### config.mk
export PLATFORM = sky130hd
export DESIGN_NAME = pong_game_ctrl
export DESIGN_NICKNAME = d
export VERILOG_FILES = /design/src/rtl/pong_pkg.sv /design/src/rtl/pong_game_ctrl_move_tick_gen.sv /design/src/rtl/pong_game_ctrl.sv
export SDC_FILE = /design/constraint.sdc
export NUM_CORES = 1
export LEC_CHECK = 0
export CORE_MARGIN = 4
export CORE_UTILIZATION = 52
export DETAILED_ROUTE_END_ITERATION = 16
export PLACE_DENSITY = 0.8
export SETUP_SLACK_MARGIN = 0.05
export SLEW_MARGIN = 10
export SYNTH_ARGS = -nofsm -noshare
export SYNTH_HDL_FRONTEND = slang
export SYNTH_SLANG_ARGS = --single-unit
### constraint.sdc
create_clock -name clk -period 2.55 [get_ports clk]
set_input_delay 0.51 -clock clk [delete_from_list [all_inputs] [get_ports clk]]
set_output_delay 0.51 -clock clk [all_outputs]
set_load 0.1 [all_outputs]
### src/rtl/pong_pkg.sv
// Shared types for the Pong game controller: game states and paddle command encodings.
package pong_pkg;

    typedef enum logic [2:0] {
        IDLE   = 3'd0,
        SERVE  = 3'd1,
        PLAY   = 3'd2,
        SCORED = 3'd3,
        OVER   = 3'd4
    } game_state_t;

    localparam logic [1:0] DY_NONE = 2'b00;
    localparam logic [1:0] DY_UP   = 2'b01;
    localparam logic [1:0] DY_DOWN = 2'b10;

    // Opposing buttons held together cancel out rather than fighting each other.
    function automatic logic [1:0] btn_dy(input logic up, input logic dn);
        if (up && !dn)
            return DY_UP;
        else if (dn && !up)
            return DY_DOWN;
        else
            return DY_NONE;
    endfunction

endpackage

### src/rtl/pong_game_ctrl_move_tick_gen.sv
// Free-running divider producing a one-clock move tick every TICK_DIV clocks.
module move_tick_gen #(
    parameter int TICK_DIV = 833333
) (
    input  logic clk,
    input  logic rst,
    output logic tick
);

    localparam int CW = $clog2(TICK_DIV);
    localparam logic [CW-1:0] LAST = CW'(TICK_DIV - 1);

    logic [CW-1:0] count;

    always_ff @(posedge clk or posedge rst) begin
        if (rst)
            count <= '0;
        else if (count == LAST)
            count <= '0;
        else
            count <= count + 1'b1;
    end

    assign tick = (count == LAST);

endmodule

### src/rtl/pong_game_ctrl.sv
// Pong game sequencer: game FSM, scores, serve direction and rate-limited paddle commands.
// Define AI_PADDLE_EN to drive the right paddle from ball_y/paddle_r_y instead of btn_r_*.
module pong_game_ctrl
    import pong_pkg::*;
#(
    parameter int BIT_WIDTH    = 10,
    parameter int TICK_DIV     = 833333,
    parameter int SERVE_TICKS  = 60,
    parameter int SCORED_TICKS = 90,
    parameter int SCORE_WIDTH  = 4,
    parameter int WIN_SCORE    = 7,
    parameter int AI_DEADBAND  = 4
) (
    input  logic                   clk,
    input  logic                   rst,
    input  logic                   start,
    input  logic                   btn_l_up,
    input  logic                   btn_l_dn,
    input  logic                   btn_r_up,
    input  logic                   btn_r_dn,
    input  logic                   miss_left,
    input  logic                   miss_right,
    input  logic [BIT_WIDTH-1:0]   ball_y,
    input  logic [BIT_WIDTH-1:0]   paddle_r_y,
    output logic                   paddle_rst,
    output logic                   pause,
    output logic [1:0]             dy_l,
    output logic [1:0]             dy_r,
    output logic                   serve_dir,
    output logic [SCORE_WIDTH-1:0] score_l,
    output logic [SCORE_WIDTH-1:0] score_r,
    output logic                   winner,
    output game_state_t            state
);

    localparam int PHASE_MAX = (SERVE_TICKS > SCORED_TICKS) ? SERVE_TICKS : SCORED_TICKS;
    localparam int PW = $clog2(PHASE_MAX + 1);
    localparam logic [PW-1:0] SERVE_LAST  = PW'(SERVE_TICKS - 1);
    localparam logic [PW-1:0] SCORED_LAST = PW'(SCORED_TICKS - 1);
    localparam logic [SCORE_WIDTH-1:0] WIN = SCORE_WIDTH'(WIN_SCORE);

    logic          move_tick;
    logic [PW-1:0] phase;
    logic [1:0]    r_cmd;

    move_tick_gen #(
        .TICK_DIV(TICK_DIV)
    ) u_tick (
        .clk (clk),
        .rst (rst),
        .tick(move_tick)
    );

`ifdef AI_PADDLE_EN
    // One extra bit keeps the deadband sums from wrapping near the screen edges.
    localparam logic [BIT_WIDTH:0] DEADBAND = (BIT_WIDTH + 1)'(AI_DEADBAND);
    logic [BIT_WIDTH:0] ball_ext;
    logic [BIT_WIDTH:0] pad_ext;
    logic               unused_btn_r;

    assign ball_ext     = {1'b0, ball_y};
    assign pad_ext      = {1'b0, paddle_r_y};
    assign r_cmd        = (ball_ext > pad_ext + DEADBAND) ? DY_UP   :
                          (ball_ext + DEADBAND < pad_ext) ? DY_DOWN : DY_NONE;
    assign unused_btn_r = btn_r_up ^ btn_r_dn;
`else
    logic unused_ai;

    assign r_cmd     = btn_dy(btn_r_up, btn_r_dn);
    assign unused_ai = (^{ball_y, paddle_r_y}) ^ (AI_DEADBAND < 0);
`endif

    // Outputs are updated on the transition edge so they always describe the state being entered.
    always_ff @(posedge clk or posedge rst) begin
        if (rst) begin
            state      <= IDLE;
            paddle_rst <= 1'b1;
            pause      <= 1'b1;
            dy_l       <= DY_NONE;
            dy_r       <= DY_NONE;
            serve_dir  <= 1'b0;
            score_l    <= '0;
            score_r    <= '0;
            winner     <= 1'b0;
            phase      <= '0;
        end else begin
            dy_l <= DY_NONE;
            dy_r <= DY_NONE;
            case (state)
                IDLE: begin
                    paddle_rst <= 1'b1;
                    pause      <= 1'b1;
                    if (start) begin
                        state      <= SERVE;
                        paddle_rst <= 1'b0;
                        score_l    <= '0;
                        score_r    <= '0;
                        serve_dir  <= 1'b0;
                        phase      <= '0;
                    end
                end
                SERVE: begin
                    if (move_tick) begin
                        if (phase == SERVE_LAST) begin
                            state <= PLAY;
                            pause <= 1'b0;
                            phase <= '0;
                        end else begin
                            phase <= phase + 1'b1;
                        end
                    end
                end
                PLAY: begin
                    // A simultaneous double miss is a dead ball: replay without scoring.
                    if (miss_left || miss_right) begin
                        state      <= SCORED;
                        pause      <= 1'b1;
                        paddle_rst <= 1'b1;
                        phase      <= '0;
                        if (miss_left && !miss_right) begin
                            serve_dir <= 1'b0;
                            if (score_r != WIN)
                                score_r <= score_r + 1'b1;
                        end else if (miss_right && !miss_left) begin
                            serve_dir <= 1'b1;
                            if (score_l != WIN)
                                score_l <= score_l + 1'b1;
                        end
                    end else if (move_tick) begin
                        dy_l <= btn_dy(btn_l_up, btn_l_dn);
                        dy_r <= r_cmd;
                    end
                end
                SCORED: begin
                    if (move_tick) begin
                        if (phase == SCORED_LAST) begin
                            phase      <= '0;
                            paddle_rst <= 1'b0;
                            if (score_l == WIN || score_r == WIN) begin
                                state  <= OVER;
                                winner <= (score_r == WIN);
                            end else begin
                                state <= SERVE;
                            end
                        end else begin
                            phase <= phase + 1'b1;
                        end
                    end
                end
                OVER: begin
                    if (start) begin
                        state     <= SERVE;
                        score_l   <= '0;
                        score_r   <= '0;
                        serve_dir <= 1'b0;
                        phase     <= '0;
                    end
                end
                default: begin
                    state      <= IDLE;
                    paddle_rst <= 1'b1;
                    pause      <= 1'b1;
                end
            endcase
        end
    end

endmodule

## Word-level counts from Yosys, hierarchy flattened

Cells that the tools add are included.
W data, S select, Z words.

- Logic and storage cells: 117
- Bits in registers: 46
- Input port bits: 29
- Output and inout bits: 19

- Reductions and logical operators: 28
- Bitwise operators: 2
- Muxes and demuxes: 49
- Equal/unequal tests: 23
- Add/subtract/negate cells: 4

Operator list:

| cell | number |
|---|---|
| $mux W7 | 6 |
| $mux W4 | 8 |
| $pmux W7 S4 | 1 |
| $mux W3 | 7 |
| $add A20 B1 Y20 const B | 1 |
| $eq A20 B20 Y1 const B | 1 |
| $mux W2 | 10 |
| $mux W20 | 1 |
| $ne A2 B2 Y1 const B | 10 |
| $pmux W4 S2 | 2 |
| $reduce_and A4 Y1 | 4 |
| $pmux W3 S4 | 1 |
| $reduce_and A6 Y1 | 2 |
| $mux W1 | 10 |
| $reduce_and A5 Y1 | 2 |
| $add A4 B1 Y4 const B | 2 |
| $eq A4 B3 Y1 const B | 2 |
| $ne A4 B3 Y1 const B | 2 |
| $add A7 B1 Y7 const B | 1 |
| $eq A7 B6 Y1 const B | 1 |
| $eq A7 B7 Y1 const B | 1 |
| $eq A3 B2 Y1 const B | 2 |
| $logic_and A1 B1 Y1 | 6 |
| $logic_not A1 Y1 | 6 |
| 13 further kinds | 17 |

## Depth between registers and ports, before layout

- Depth in word-level cells: 7
- Mapped depth: 8
- Mapped depth without buffers: 7

## Hierarchy

From an unflattened synthesis, not the netlist that was laid out.

- Cells, all modules: 269
- Area, all modules: 2593.7 um^2

Modules (own cells, without submodules):

| module | times used | area an instance (um^2) | seq. area each (um^2) | cells an instance |
|---|---|---|---|---|
| pong_game_ctrl | 1 | 1601.5 | 653.1 | 170 |
| move_tick_gen | 1 | 992.2 | 500.5 | 99 |

## Worst setup path after synthesis

OpenSTA, ideal clock, no wires.

- Path kind: register to register
- From: register state[0]
- To: register phase[2]
- Slack: 95 ps
- Stages on the path, launching flop included: 7
- Clock period less this slack: 2455 ps
- Setup time: 121 ps
- Buffers on the path: 1
- Arrival: 2334 ps
- Data required time: 2429 ps
- Path through: dfrtp_1 clkbuf_1 nor2b_1 o41a_1 a221oi_4 and2b_1 a22o_1

- Word-level cells in the longest chain between the ends: 4
- Elaborated cells between the ends (all ways): 13
- Classes of those cells: 8 x eq/ne; 1 x mux; 4 x reduce/logical

Ends and longest elaborated chain:

| what | RTL line | source |
|---|---|---|
| start: declaration | pong_game_ctrl.sv:33 | `output game_state_t state` |
| start signal: assignment | pong_game_ctrl.sv:76 | `state <= IDLE;` |
| start signal: assignment | pong_game_ctrl.sv:94 | `state <= SERVE;` |
| start signal: assignment | pong_game_ctrl.sv:105 | `state <= PLAY;` |
| $eq A3 B3 Y1 or $logic_not A3 Y1 (tied branches) | pong_game_ctrl.sv:89 | `case (state)` |
| $reduce_or A2 Y1 (no line) | n/a |  |
| $reduce_bool A4 Y1 (no line) or $ne A2 B1 Y1 (tied branches) | n/a |  |
| $reduce_and A5 Y1 (no line) | n/a |  |
| end signal: assignment | pong_game_ctrl.sv:109 | `phase <= phase + 1'b1;` |
| end signal: assignment | pong_game_ctrl.sv:146 | `phase <= phase + 1'b1;` |
| end: declaration | pong_game_ctrl.sv:43 | `logic [PW-1:0] phase;` |

Several ways; a longest one is shown, not always the timed one.
A chain may end at the register's enable or synchronous reset.

## Worst setup path after layout

- From: register u_tick.count[7]
- To: register paddle_rst

- Word-level cells in the longest chain between the ends: 3

Ends and longest elaborated chain:

| what | RTL line | source |
|---|---|---|
| start: declaration | pong_game_ctrl_move_tick_gen.sv:13 | `logic [CW-1:0] count;` |
| start signal: assignment | pong_game_ctrl_move_tick_gen.sv:21 | `count <= count + 1'b1;` |
| $eq A20 B20 Y1 | pong_game_ctrl_move_tick_gen.sv:24 | `assign tick = (count == LAST);` |
| $ne A2 B2 Y1 (no line) | n/a |  |
| $reduce_and A4 Y1 (no line) | n/a |  |
| end signal: assignment | pong_game_ctrl.sv:77 | `paddle_rst <= 1'b1;` |
| end signal: assignment | pong_game_ctrl.sv:91 | `paddle_rst <= 1'b1;` |
| end signal: assignment | pong_game_ctrl.sv:95 | `paddle_rst <= 1'b0;` |
| end: declaration | pong_game_ctrl.sv:25 | `output logic paddle_rst,` |

Every way passes these cells.

==> flow_summary.ini <==
[job]
drv_cap = 0

[logic_synthesis]
syn-cell-area_um2 = 2470
synth-compound-area-share = 0.120
synthXorXnorAreaFrac = 0.0709
synth-edff-count = 0
synth_commonest_cells = dfrtp_1, nor2_1, nand2_1
syn_avg_cell_area_um2 = 9.77
postSynthCellCount = 253
synth_mux_area_frac = 0.0248
synthAdderAreaFrac = 0.0455
synth.area.top_cells = dfrtp_1, nor2_1, ha_1
ys_seq_area_frac = 0.467
synth.most_common_cell = dfrtp_1
synth.distinct_cells = 47
synth-simple-area-share = 0.242
synthFlopType = dfrtp_1
syn-num-nets = 291
synth-seq-cells = 46
synth_top_family_by_area = simple AND/OR/NAND/NOR gates
yosysWarnings = 0
yosys.area.top_type = dfrtp_1
netlist.area_leader.share = 0.445
ys_async_sr_fraction = 1.00

[timing]
hold_violations = 0
tns_ps = 0
setup_viol = 0
fmax_mhz = 435
timing.final.crit_share = 0.901
rsz0062_at_grt = no
relSlewSlack = 0.551
worst_slew_pin_slew_ps = 664
finClkSkew_ps = 8.73
hold_ws_ps = 498
maxSlewViolCount = 0
min_period_ps = 2300

[power_and_ir_drop]
powerDensity_nw_per_um2 = 800
power_leakage_uw = 0.00133
peakVddDrop_v = 0.000454

[routing]
drt_iter0_drc = 116
routedWlPerCell_um = 14.3
drtPass1Iterations = 4
vias = 1958
via_per_inst = 5.74
totalWireLength_mm = 4.87
route.detailed.drc = 0
ant_nets = 0

[floorplan]
num_io_pins = 48
fp-row-count = 24
die_h_um = 77.0
core_area_um2 = 4470
die-area_um2 = 5920
start_util = 0.553
die_w_um = 77.0

[clocking]
cts_root_buf = clkbuf_8
clockBufferDepth = 2
clk_latency_ps = 300
cts_tree = built
clkSinkCount = 46
cts_buffers = 5
postCtsHoldBufs = 0
clk_pin_slew_ps = 90
cts_resized = 0
htreeDepth = 2
post_cts_buffers = 0

[grt]
grt_overflow = 0
grt_pass1_wl_mm = 8.50
grt_max_degree = 20
grt_pass1_vias = 1895
antenna_found_initial = 0
grt_usage = 0.175

[cells_and_area]
post-route-util = 0.643
fillers = 377
final_nets = 326
syn2layout_area_growth_pct = 16.4
drive_above_1_share = 0.152
diodes = 0

[placement]
hpwl_mm = 3.57
gp_congestion = 0.817
io_buffers = 27

[critical_path]
critPathKind = reg -> reg
cp.arrival_ps = 2540
endpoint_kind = flop
required_ps = 2790
cp-start-kind = flop
crit_path_max_fanout = 5

[outcome]
status = completed

[worst_hold_path]
hold_path.class = reg -> reg
-- worst paths after layout --
| check | startpoint | to | slack, ps | cells past startpoint |
|---|---|---|---|---|
| min in group asynchronous | rst | u_tick.count[16] | 530 | 2 |
| min | u_tick.count[19] | u_tick.count[19] | 500 | 1 |
| max | u_tick.count[7] | paddle_rst | 250 | 5 |
| max reg2reg | u_tick.count[7] | paddle_rst | 250 | 5 |
| min reg2reg | u_tick.count[19] | u_tick.count[19] | 500 | 1 |
| max in group asynchronous | rst | phase[1] | 1400 | 3 |
-- where the power goes --
| group | internal [uW] | switching, uW | total (uW) |
|---|---|---|---|
| sequential | 812 | 109 | 921 |
| clock | 194 | 250 | 443 |
| combinational | 277 | 664 | 941 |
-- worst max-delay path, stage by stage (launching register included) --
cell and delay, ps:
dfrtp_1 410, or4_4 540, or4_4 550, or2_4 270, and3_1 180, o32a_1 270
-- per-stage QoR --
stage / instance area (um2) / cells / total power [uW] / setup WS (ps)
floorplan: 2470 / 253 / 1650 / 94.8
global placement: 2790 / 333 / 1860 / 49.2
detailed placement: 2790 / 333 / 1880 / 29.4
CTS: 2880 / 341 / 2330 / 243
global route: 2880 / 341 / 2440 / 172
finish: 2880 / 341 / 2300 / 253
-- sequential cells by signal, indices dropped and copies added, names as in the netlist --
name and count:
state 3, winner 1, paddle_rst 1, serve_dir 1, dy_r 2, dy_l 2, score_l 4, phase 7
score_r 4, pause 1, u_tick.count 20
-- logic make-up after synthesis --
group / Yosys count
XOR/XNOR: 20
AND/OR/NAND/NOR: 112
buffers and inverters: 19
multiplexers: 6
AO/OA/AOI/OAI: 41
adder cells (fa/ha/maj): 9
flip-flops: 46
-- layer usage --
layer | GRT usage | share of wire | vias up
met4 | 0.0652 | 0.015 | 0
met5 | 0 | 0 | -
li1 | - | - | 951
met1 | 0.218 | 0.45 | 961
met3 | 0.0410 | 0.052 | 6
met2 | 0.294 | 0.48 | 40
-- area by class of cell --
cell class	count	area, um2	area share
Tap cell	52	65.1	0.0226
Timing Repair Buffer	35	283	0.0982
Multi-Input combinational cell	188	1250	0.433
Inverter	12	45.0	0.0156
Clock inverter	2	13.8	0.00478
Sequential cell	46	1150	0.401
Clock buffer	6	72.6	0.0252
-- placed cells by master (no fill, tap or decap), types with 3 or more instances in the layout --
cell,count
clkbuf_8,5
a22o_1,6
xor2_1,8
nand2_1,19
clkdlybuf4s50_1,8
nor3b_1,7
o31ai_1,3
xnor2_1,12
a21oi_1,5
nand4_1,5
nand2b_1,4
buf_4,27
nor2b_1,8
mux2i_1,5
nor2_1,33
inv_1,11
o21ai_0,12
nor3_1,3
ha_1,9
and3_1,5
dfrtp_1,44
nand3_1,12
a31oi_1,3
(Power assumes the default switching activity.)
